<file path="src/rtl/cpu_ctrl_pkg.sv">
// Shared types and constants for the CPU run controller.
// Holds the state and halt-cause encodings that appear on the debug outputs.
package cpu_ctrl_pkg;

    typedef enum logic [2:0] {
        ST_IDLE   = 3'd0,
        ST_CPURST = 3'd1,
        ST_RUN    = 3'd2,
        ST_STEP   = 3'd3,
        ST_HALTED = 3'd4
    } run_state_e;

    typedef enum logic [2:0] {
        CAUSE_NONE      = 3'd0,
        CAUSE_HALT_INSN = 3'd1,
        CAUSE_BREAK     = 3'd2,
        CAUSE_EXT       = 3'd3,
        CAUSE_LIMIT     = 3'd4,
        CAUSE_STEP      = 3'd5
    } halt_cause_e;

    localparam logic [3:0] HALT_OPCODE = 4'hF;
    localparam int         RST_HOLD    = 2;

    function automatic logic is_halt_insn(input logic [15:0] insn);
        return insn[15:12] == HALT_OPCODE;
    endfunction

endpackage

</file>
<file path="src/rtl/retire_counter.sv">
// 16-bit retired-instruction counter: synchronous clear, enable, saturates at all-ones.
module retire_counter
(
    input  logic        clk,
    input  logic        resetn,
    input  logic        clr,
    input  logic        en,
    output logic [15:0] count
);

    logic [15:0] count_q;
    logic [15:0] count_d;

    always_comb begin
        count_d = count_q;
        if (clr) begin
            count_d = 16'd0;
        end else if (en && (count_q != 16'hFFFF)) begin
            count_d = count_q + 16'd1;
        end
    end

    always_ff @(posedge clk) begin
        if (!resetn) begin
            count_q <= 16'd0;
        end else begin
            count_q <= count_d;
        end
    end

    assign count = count_q;

endmodule

</file>
<file path="src/rtl/cpu_run_ctrl.sv">
// Run/halt/step controller gating a single-cycle CPU datapath.
// cpu_en is combinational from state and the current pc/instruction so a stopping instruction never retires.
module cpu_run_ctrl
    import cpu_ctrl_pkg::*;
(
    input  logic        clk,
    input  logic        resetn,
    input  logic        start,
    input  logic        resume,
    input  logic        step,
    input  logic        halt_req,
    input  logic        bp_en,
    input  logic [9:0]  bp_addr,
    input  logic [15:0] cycle_limit,
    input  logic [9:0]  pc,
    input  logic [15:0] instruction,
    output logic        cpu_en,
    output logic        cpu_resetn,
    output logic [2:0]  state,
    output logic [2:0]  halt_cause,
    output logic [15:0] retired
);

    localparam logic [1:0] RST_LAST = 2'(RST_HOLD - 1);

    run_state_e  state_q, state_d;
    halt_cause_e cause_q, cause_d;
    logic        bp_skip_q, bp_skip_d;
    logic [1:0]  rst_cnt_q, rst_cnt_d;
    logic        cnt_clr;

    logic        stop_insn, stop_brk, stop_ext, stop_lim, stop_any;
    halt_cause_e stop_cause;

    // bp_skip masks the breakpoint and the external request for the first
    // instruction after leaving HALTED, so execution can move past either.
    always_comb begin
        stop_insn = is_halt_insn(instruction);
        stop_brk  = bp_en && (pc == bp_addr) && !bp_skip_q;
        stop_ext  = halt_req && !bp_skip_q;
        stop_lim  = (cycle_limit != 16'd0) && (retired == cycle_limit);
        stop_any  = stop_insn || stop_brk || stop_ext || stop_lim;

        stop_cause = CAUSE_NONE;
        if (stop_insn) begin
            stop_cause = CAUSE_HALT_INSN;
        end else if (stop_brk) begin
            stop_cause = CAUSE_BREAK;
        end else if (stop_ext) begin
            stop_cause = CAUSE_EXT;
        end else if (stop_lim) begin
            stop_cause = CAUSE_LIMIT;
        end
    end

    always_comb begin
        state_d    = state_q;
        cause_d    = cause_q;
        bp_skip_d  = bp_skip_q;
        rst_cnt_d  = rst_cnt_q;
        cpu_en     = 1'b0;
        cpu_resetn = 1'b1;
        cnt_clr    = 1'b0;

        case (state_q)
            ST_IDLE: begin
                cpu_resetn = 1'b0;
                if (start) begin
                    state_d   = ST_CPURST;
                    rst_cnt_d = 2'd0;
                    cause_d   = CAUSE_NONE;
                end
            end

            ST_CPURST: begin
                cpu_resetn = 1'b0;
                cnt_clr    = 1'b1;
                bp_skip_d  = 1'b0;
                if (rst_cnt_q == RST_LAST) begin
                    state_d   = ST_RUN;
                    rst_cnt_d = 2'd0;
                end else begin
                    rst_cnt_d = rst_cnt_q + 2'd1;
                end
            end

            ST_RUN: begin
                if (stop_any) begin
                    state_d = ST_HALTED;
                    cause_d = stop_cause;
                end else begin
                    cpu_en    = 1'b1;
                    bp_skip_d = 1'b0;
                end
            end

            ST_STEP: begin
                state_d = ST_HALTED;
                if (stop_insn) begin
                    cause_d = CAUSE_HALT_INSN;
                end else begin
                    cpu_en    = 1'b1;
                    bp_skip_d = 1'b0;
                    cause_d   = CAUSE_STEP;
                end
            end

            ST_HALTED: begin
                if (start) begin
                    state_d   = ST_CPURST;
                    rst_cnt_d = 2'd0;
                    cause_d   = CAUSE_NONE;
                end else if ((step || resume) && !stop_insn) begin
                    // A halt instruction keeps the core parked until a fresh start.
                    state_d   = step ? ST_STEP : ST_RUN;
                    bp_skip_d = 1'b1;
                end
            end

            default: begin
                state_d = ST_IDLE;
            end
        endcase
    end

    always_ff @(posedge clk) begin
        if (!resetn) begin
            state_q   <= ST_IDLE;
            cause_q   <= CAUSE_NONE;
            bp_skip_q <= 1'b0;
            rst_cnt_q <= 2'd0;
        end else begin
            state_q   <= state_d;
            cause_q   <= cause_d;
            bp_skip_q <= bp_skip_d;
            rst_cnt_q <= rst_cnt_d;
        end
    end

    retire_counter u_retire_counter (
        .clk    (clk),
        .resetn (resetn),
        .clr    (cnt_clr),
        .en     (cpu_en),
        .count  (retired)
    );

    assign state      = state_q;
    assign halt_cause = cause_q;

endmodule

</file>
<file path="config.mk">
export PLATFORM = sky130hd
export DESIGN_NAME = cpu_run_ctrl
export DESIGN_NICKNAME = d
export VERILOG_FILES = /design/src/rtl/cpu_ctrl_pkg.sv /design/src/rtl/retire_counter.sv /design/src/rtl/cpu_run_ctrl.sv
export SDC_FILE = /design/constraint.sdc
export NUM_CORES = 1
export LEC_CHECK = 0
export CORE_MARGIN = 4
export CORE_UTILIZATION = 36
export CTS_BUF_LIST = sky130_fd_sc_hd__clkbuf_16
export DETAILED_ROUTE_END_ITERATION = 10
export MAX_ROUTING_LAYER = met4
export PLACE_DENSITY = 0.76
export RECOVER_POWER = 100
export SLEW_MARGIN = 20
export SYNTH_ARGS = -nofsm -noshare
export SYNTH_HDL_FRONTEND = slang
export SYNTH_SLANG_ARGS = --single-unit
</file>
<file path="constraint.sdc">
create_clock -name clk -period 2.1 [get_ports clk]
set_input_delay 0.42 -clock clk [delete_from_list [all_inputs] [get_ports clk]]
set_output_delay 0.42 -clock clk [all_outputs]
set_load 0.01 [all_outputs]
</file>
== Word-level counts from Yosys, hierarchy flattened ==
Index checks and enable logic that the tools add are counted.

* $add $sub $neg: 2
* Equality and inequality tests: 18
* Multiplexer cells: 28
* Bitwise gates (word level): 1
* Reduce and logical (&&, ||, !) cells: 24

{| class="wikitable"
|+ Operator list
! operator !! count
|-
| 3-bit two-way mux || 12
|-
| 16-bit by 1-bit adder with 16-bit output, second input constant || 1
|-
| 16-bit == test || 1
|-
| 16-bit inequality test, second input constant || 1
|-
| 16-bit nonzero test || 1
|-
| 3-bit case mux with 5 select lines || 1
|-
| 2-bit inequality test, second input constant || 7
|-
| 10-bit == test || 1
|-
| 1-bit two-way mux || 9
|-
| 3-bit case mux with 3 select lines || 1
|-
| 3-bit by 2-bit == test with 1-bit output, second input constant || 2
|-
| 1-bit logical AND || 6
|-
| 2-bit OR reduction || 3
|-
| 5-bit AND reduction || 1
|-
| 4-bit == test, second input constant || 1
|-
| 1-bit logical OR || 4
|-
| 2-bit two-way mux || 2
|-
| 1-bit case mux with 4 select lines || 1
|-
| 2-bit case mux with 2 select lines || 1
|-
| 4-bit AND reduction || 1
|-
| 4-bit nonzero test || 1
|-
| 3-bit by 1-bit == test with 1-bit output, second input constant || 1
|-
| 3-bit == test, second input constant || 1
|-
| 3-bit logical NOT || 1
|-
| other kinds (11) || 12
|}

* Bits in registers: 25
* Input bits: 59
* Output and inout bits: 24
* Logic and storage cells: 78

== Depth between registers and ports, before layout ==
Gate-level depths: netlist of run 1.

* Word-level depth: 9
* Depth in mapped cells: 9
* Depth with buffers taken out: 8

== Modules after synthesis ==
From an unflattened synthesis of run 1, not the netlist that was laid out.

* Cell total of the unflattened synthesis: 209
* Area, all modules: 1,771.7 um^2

{| class="wikitable"
|+ By module, submodules not included
! module !! times used !! cells each !! area an instance (um^2) !! seq. area each (um^2)
|-
| cpu_run_ctrl || 1 || 118 || 907.1 || 180.2
|-
| retire_counter || 1 || 91 || 864.6 || 320.3
|}

== Worst setup path after synthesis of run 1 ==
No wires, ideal clock.

* Path kind: input port to output port
* Start point: in cycle_limit[3]
* End point: out cpu_en
* Data arrival time: 1,697 ps
* Data required time: 1,680 ps
* Path slack: -17 ps
* Cell stages on the path: 7
* Path buffers: 1
* Cells stage by stage: nor4_1 -> nand4_1 -> nand4_1 -> nor2_1 -> o21bai_2 -> clkbuf_1 -> nor2b_1

* Longest elaborated chain between the ends: 5
* Elaborated cells on any way between the ends: 6
* Classes of those cells: 1 x eq/ne; 2 x mux; 3 x reduce/logical

{| class="wikitable"
|+ Ends and longest elaborated chain
! item !! line !! RTL
|-
| from (decl) || cpu_run_ctrl.sv:14 || <nowiki>input logic [15:0] cycle_limit,</nowiki>
|-
| 16-bit == test / 16-bit nonzero test (equally long branches) || cpu_run_ctrl.sv:41 || <nowiki>stop_lim = (cycle_limit != 16'd0) && (retired == cycle_limit);</nowiki>
|-
| 1-bit logical AND * || cpu_run_ctrl.sv:41 ||
|-
| 1-bit logical OR * || cpu_run_ctrl.sv:42 || <nowiki>stop_any = stop_insn || stop_brk || stop_ext || stop_lim;</nowiki>
|-
| 1-bit two-way mux * || cpu_run_ctrl.sv:88 || <nowiki>if (stop_any) begin</nowiki>
|-
| 1-bit case mux with 2 select lines * || cpu_run_ctrl.sv:65 || <nowiki>case (state_q)</nowiki>
|-
| to (decl) || cpu_run_ctrl.sv:17 || <nowiki>output logic cpu_en,</nowiki>
|}

Mark *: on every way between the ends. The rest lies on a longest branch, timed or not.

== Final worst setup path of run 1 ==
* Start point: in cycle_limit[8]
* End point: out cpu_en

Same word-level chain as after synthesis.

==> reports/metrics.csv, run 1 <==
metric,value,unit
outcome,finished with violations,
failed_checks,negative setup slack,
drt_drc_violations_left,0,
max_stage_delay,0.28,ns
hold_viol,0,
synth.area.mux_share,0.608,%
ys_async_sr_fraction,0,%
grt_start_max_net_pins,17,
mostFrequentLayoutCell,sky130_fd_sc_hd__buf_4,
setup_viol_count_final,1,
main_combinational_cell_family_by_area_after_synthesis,simple AND/OR/NAND/NOR gates,
routedWlPerCell,14.7,um
clk_root_buffer_cell,sky130_fd_sc_hd__clkbuf_16,
drt-total-wl,5370,um
layout.cells.most_common_list,"sky130_fd_sc_hd__buf_4 (40), sky130_fd_sc_hd__xor2_1 (31), sky130_fd_sc_hd__dlygate4sd3_1 (23)",
synth_top_cells_by_area,"sky130_fd_sc_hd__dfxtp_1 (30%), sky130_fd_sc_hd__xor2_1 (18%), sky130_fd_sc_hd__nor2_1 (4.8%)",
sequential_cell_area,507,um2
synth_largest_area_cell,sky130_fd_sc_hd__dfxtp_1,
synth_fp_nets,264,
grtUsageTotal,18.5,%
cts-buffers-inserted,3,
place.detailed.hpwl,3990,um
cp_cell_sequence,"buf_6, buf_6, xor2_1, nor4_1, nand4_1, nor2_2, o21bai_2, nor2b_2, buf_2",
synth_enable_flop_cells,0,
critical_path.endpoint_type,output port,
ys.flop_type,sky130_fd_sc_hd__dfxtp_1,
clock_latency_of_the_later_clocked_register_in_the_worst_skew_pair,0.26,ns
swShare,25.6,%
cp-startpoint,cycle_limit[8],
yosys_warnings,0,
insertedDiodeCount,0,
gr-max-usage-layer,met2,
max_cap_violations,0,
placement_rows,24,
start_util,37.5,%
grt_use_met3,4.22,%
ys_seq_area_share,30.4,%
crit_path_top_delay_cell,sky130_fd_sc_hd__nor4_1,
min_from,rst_cnt_q[1],
maxSlewHeadroom,72.9,%
vias_in_the_first_global_route,1828,
power.ir.vdd_worst,0.000445,V
crit_path_max_fanout,2,
critPathTopFamily,simple AND/OR/NAND/NOR gates,
number_of_nets_still_failing_antenna_checks_after_routing,0,
synth_compound_area_share,15.4,%
routed-via-count,1906,
global_route.usage.met1,21.6,%
clkSlewWorstSetupHoldPaths,0.06,ns
timing.critical_path.from_type,input pin,
die-height,75.6,um
nFillCells,398,
layout_min_cycle_time,2.21,ns
drive_above_1_share,26.5,%
finClkSkew,0.00411,ns
tritoncts_num_sinks,25,
power.switching,303,uW
antenna_found_initial,0,
place_area,2650,um2
die-width,75.6,um
crit_top_cell,sky130_fd_sc_hd__buf_6,
synthXorXnorAreaFrac,20.2,%
global_route_wire_length_before_repair,8030,um
timing.fmax,452,MHz
worstReg2RegStart,u_retire_counter.count[4],
synthSimpleGateAreaFrac,30.3,%
clockPowerShare,35.9,%
synthCells,204,
arrival_time_of_data_at_the_critical_path_endpoint,1.79,ns
clock_tree_from_tritoncts,yes,
required,1.68,ns
die-area,5720,um2
area_growth_syn_to_layout,70.5,%
hold_bufs_inserted_after_cts,0,
syn_avg_cell_area,8.07,um2
post_drt_via_cell_ratio,5.22,
core_area,4380,um2
first_iter_violations,165,
timing_worst_setup_path_type,in -> out,
multi_input_area,1190,um2
yosysUniqueCellTypes,38,
place.port_buffers,70,
setup_slack,-0.112,ns
first_pass_iters,4,
rsz0062_at_grt,yes,
hold_path_class,reg -> reg,
adder_cell_share_of_the_synthesized_area,0.760,%
cell_area_synth,1650,um2
gp_congestion,0.883,
sequentialPowerShare,41.5,%
timing.critical_path.buf_inv,3,
power.leakage,1.29,nW
share_of_yosys_cell_area_claimed_by_the_top_area_cell_type,30.4,%
p_per_area,422,nW/um2
globalRoute.totalOverflow,0,
grt_use_met2,32.5,%
clk_path_buf_depth,2,
p_total,1.18,mW
power.internal,880,uW
yosys_register_bits,25,
timing.final.crit_share,105,%
postLayoutCellArea,2810,um2
tightestPinTransition,0.406,ns
h-tree-depth,1,
final-max-slew-violation-count,0,
final_nets,374,
combinationalPowerShare,22.6,%
floorplan.io_pins,83,
final cells by class:
class                           instances  area share, %
Multi-Input combinational cell        169           42.5
Clock buffer                            3           2.68
Sequential cell                        25           18.1
Inverter                                3          0.401
Clock inverter                          1          0.134
Timing Repair Buffer                  112           33.9
Tap cell                               52           2.32
cell usage after synthesis (3+ instances only):
library cell and instances:
sky130_fd_sc_hd__a21oi_1 11, sky130_fd_sc_hd__nor2_1 21, sky130_fd_sc_hd__nor3_1 3, sky130_fd_sc_hd__and2_1 3
sky130_fd_sc_hd__nand4_1 9, sky130_fd_sc_hd__and3_1 7, sky130_fd_sc_hd__nand2_1 7, sky130_fd_sc_hd__inv_1 3
sky130_fd_sc_hd__o21ai_0 10, sky130_fd_sc_hd__nand3_1 10, sky130_fd_sc_hd__dfxtp_1 25, sky130_fd_sc_hd__a31oi_1 4
sky130_fd_sc_hd__xor2_1 34, sky130_fd_sc_hd__xnor2_1 4, sky130_fd_sc_hd__nor4_1 9, sky130_fd_sc_hd__nor2b_1 6
sky130_fd_sc_hd__or3_1 5, sky130_fd_sc_hd__clkbuf_1 6
metrics by stage:
step / setup WS, ns / hold WS, ns / TNS, ns / util [%] / std cells
3_3_place_gp: -0.744 / 0.435 / -7.55 / 60.5 / 355
3_5_place_dp: -0.778 / 0.444 / -7.71 / 60.5 / 355
5_1_grt: -0.205 / 0.473 / -0.763 / 64.0 / 365
6_report: -0.112 / 0.456 / -0.112 / 64.0 / 365
2_1_floorplan: 0.0583 / 0.430 / 0 / - / 204
4_1_cts: -0.127 / 0.453 / -0.144 / 63.0 / 362
flip-flops by register name, indices dropped and copies added (netlist names):
register	flops
bp_skip_q	1
u_retire_counter.count	16
halt_cause	3
rst_cnt_q	2
state	3
final timing paths:
check,endpoint,slack (ns),depth (start not counted)
worst max-delay path,cpu_en,-0.11,9
worst min-delay path,rst_cnt_q[1],0.46,1
worst max register to register,u_retire_counter.count[15],0.04,9
worst min register to register,rst_cnt_q[1],0.46,1
cell families (layout without fill, tap and decap cells):
group / after synthesis / in the layout
buffers and inverters: 10 / 119
XOR/XNOR: 38 / 38
flip-flops: 25 / 25
adder cells (fa/ha/maj): 1 / 1
multiplexers: 1 / 1
AO/OA/AOI/OAI: 39 / 39
AND/OR/NAND/NOR: 90 / 90
timing repair:
action,in CTS,in global routing
endpoints found under the setup margin,22,21
gates resized for setup,69,27
pin swaps,17,17
buffers inserted,3,2
cloned,0,1
per-layer routing:
metal | vias to the layer above | wire length, um
met2 | 88 | 2640
met4 | 0 | 30
li1 | 949 | -
met3 | 4 | 520
met5 | - | 0
met1 | 865 | 2170
power by group through the flow:
| stage | clock network [mW] | logic [mW] | registers, mW |
|---|---|---|---|
| 6_report | 0.425 | 0.267 | 0.491 |
| 5_1_grt | 0.449 | 0.289 | 0.492 |
| 4_1_cts | 0.433 | 0.265 | 0.491 |
| 3_5_place_dp | 0 | 0.279 | 0.502 |
| 3_3_place_gp | 0 | 0.275 | 0.502 |
| 2_1_floorplan | 0 | 0.106 | 0.507 |
Power figures use the tool's default switching activity.
==> run 2, diff against run 1 <==
--- a/config.mk
+++ b/config.mk
@@ -10,7 +10,7 @@
 export CTS_BUF_LIST = sky130_fd_sc_hd__clkbuf_16
 export DETAILED_ROUTE_END_ITERATION = 10
 export MAX_ROUTING_LAYER = met4
-export PLACE_DENSITY = 0.76
+export PLACE_DENSITY_LB_ADDON = 0.15
 export RECOVER_POWER = 100
 export SLEW_MARGIN = 20
 export SYNTH_ARGS = -nofsm -noshare
==> run 2 against run 1 <==
  * The run still ends with negative setup slack left
  * Global-route usage fell by 1.2 points
  * Sequential power is essentially flat
  * Clock power down 2%
  * Critical path depth shrank 1
  * Largest cell class unchanged
  * Critical path type unchanged
  * Cell area fell by 0.80%
  * Wire length is 7.6% lower
  * Core utilization shrank 0.51 points
  * Register-to-register slack worse by 0.03 ns
==> reports/metrics.csv, run 2 (same netlist as run 1, synthesis figures left out) <==
metric,value,unit,change
tns,-0.143,ns,-0.0311 ns
place.port_buffers,70,,unchanged
globalRoute.totalOverflow,0,,unchanged
number_of_nets_still_failing_antenna_checks_after_routing,0,,unchanged
tightestPinTransition,0.432,ns,+0.0257 ns
clk_path_buf_depth,2,,unchanged
placement_rows,24,,unchanged
power.leakage,1.26,nW,-2.8%
place.detailed.hpwl,3880,um,-2.8%
die-width,75.6,um,unchanged
end_of_flow_core_utilization,63.5,%,-0.51 points
failed_checks,negative setup slack,,
mostFrequentLayoutCell,sky130_fd_sc_hd__buf_4,,
multi_input_area,1170,um2,-1.5%
clockPowerShare,35.7,%,-0.2 points
arrival_time_of_data_at_the_critical_path_endpoint,1.82,ns,+0.03 ns
final_nets,370,,-1.1%
routedWlPerCell,13.7,um,-6.6%
power.ir.vdd_worst,0.000267,V,-40%
timing.critical_path.from_type,input pin,,
insertedDiodeCount,0,,unchanged
setup_slack,-0.143,ns,-0.0311 ns
drive_above_1_share,23.3,%,-3.2 points
antenna_found_initial,0,,unchanged
sequential_cell_area,505,um2,-0.25%
swShare,24.7,%,-0.90 points
crit_path_max_fanout,2,,unchanged
hold_path_class,reg -> reg,,
required,1.68,ns,about the same
p_per_area,419,nW/um2,-0.72%
start_util,37.5,%,unchanged
power.internal,877,uW,-0.33%
cp-startpoint,cycle_limit[9],,
drt_drc_violations_left,0,,unchanged
clock_latency_of_the_later_clocked_register_in_the_worst_skew_pair,0.26,ns,about the same
drt-total-wl,4960,um,-7.6%
worstReg2RegStart,u_retire_counter.count[3],,
setup_viol_count_final,1,,unchanged
grtUsageTotal,17.3,%,-1.2 points
final-max-slew-violation-count,0,,unchanged
hold_viol,0,,unchanged
pre_cts_slack,-0.733,ns,+0.0455 ns
hold_bufs_inserted_after_cts,0,,unchanged
critical_path.endpoint_type,output port,,
post_drt_via_cell_ratio,5.09,,-2.6%
layout.cells.most_common_list,"sky130_fd_sc_hd__buf_4 (37), sky130_fd_sc_hd__xor2_1 (34), sky130_fd_sc_hd__dlygate4sd3_1 (24)",,
grt_start_max_net_pins,17,,unchanged
nFillCells,405,,+1.8%
global_route_wire_length_before_repair,7360,um,-8.3%
die-height,75.6,um,unchanged
tritoncts_num_sinks,25,,unchanged
routed-via-count,1837,,-3.6%
first_pass_iters,4,,unchanged
max_cap_violations,0,,unchanged
cts-buffers-inserted,3,,unchanged
timing.final.crit_share,107,%,+1.5 points
timing_worst_setup_path_type,in -> out,,
maxSlewHeadroom,71.2,%,-1.7 points
rsz0062_at_grt,yes,,
cells_on_worst_hold_path,1,,unchanged
clk_root_buffer_cell,sky130_fd_sc_hd__clkbuf_16,,
largest_register_ffs,16,,unchanged
outcome,finished with violations,,
worst_r2r_path_depth,9,,unchanged
p_total,1.17,mW,-1.5%
h-tree-depth,1,,unchanged
floorplan.io_pins,83,,unchanged
clkSlewWorstSetupHoldPaths,0.06,ns,about the same
layout_min_cycle_time,2.24,ns,+0.0311 ns
clock_tree_from_tritoncts,yes,,
vias_in_the_first_global_route,1630,,-11%
sequentialPowerShare,42.1,%,+0.6 points
finClkSkew,0.00314,ns,-0.000965 ns
die-area,5720,um2,unchanged
area_growth_syn_to_layout,69.1,%,
gp_congestion,0.824,,-6.7%
power.switching,288,uW,-5.0%
combinationalPowerShare,22.2,%,-0.4 points
timing.fmax,446,MHz,-1.4%
core_area,4380,um2,unchanged
min_from,rst_cnt_q[1],,
first_iter_violations,57,,-65%
## run 2: metal layers
layer / vias to the layer above / GRT usage, % / routed length [um]
met2: 57 / 28.6 / 2360
met4: 0 / 5.24 / 57
met3: 5 / 2.64 / 331
met1: 829 / 21.7 / 2210
met5: - / - / 0
li1: 946 / - / -
## run 2: path summary, 6_finish.rpt
path              slack (ns)                          to
setup / recovery       -0.14                      cpu_en
hold / removal          0.45                rst_cnt_q[1]
setup reg to reg        0.01  u_retire_counter.count[13]
hold reg to reg         0.45                rst_cnt_q[1]
## run 2: stage by stage
step	hold slack [ns]	instance area, um2	cells
floorplan	0.430	1650	204
global placement	0.437	2640	353
detailed placement	0.441	2640	353
CTS	0.449	2700	358
global route	0.454	2780	361
finish	0.447	2780	361
## run 2: worst max-delay path: stages
cell	delay, ns
sky130_fd_sc_hd__dlygate4sd2_1	0.26
sky130_fd_sc_hd__xor2_1	0.15
sky130_fd_sc_hd__nor4_1	0.26
sky130_fd_sc_hd__nand4_1	0.21
sky130_fd_sc_hd__nor2_2	0.17
sky130_fd_sc_hd__o21bai_2	0.08
sky130_fd_sc_hd__nor2b_2	0.15
sky130_fd_sc_hd__buf_2	0.13
## run 2: power by group through the flow
stage | logic, mW | clock network (mW) | registers [mW]
final | 0.259 | 0.416 | 0.491
after global routing | 0.282 | 0.446 | 0.492
after CTS | 0.257 | 0.422 | 0.491
after detailed placement | 0.276 | 0 | 0.502
after global placement | 0.274 | 0 | 0.502
after floorplan | 0.106 | 0 | 0.507
## run 2: area by class of cell
type	count	share of cell area (%)
multi-input cells	169	42.2
inverters	3	0.405
flip-flops and latches	25	18.2
clock buffers	3	2.70
repair buffers	108	34.0
well taps	52	2.34
clock inverters	1	0.135
## run 2: repair_timing
item,CTS,global route
setup buffers,2,2
pin swaps,20,15
hold endpoints to repair,0,0
gates cloned,0,1
setup endpoints to repair,20,18
resized for setup,63,22
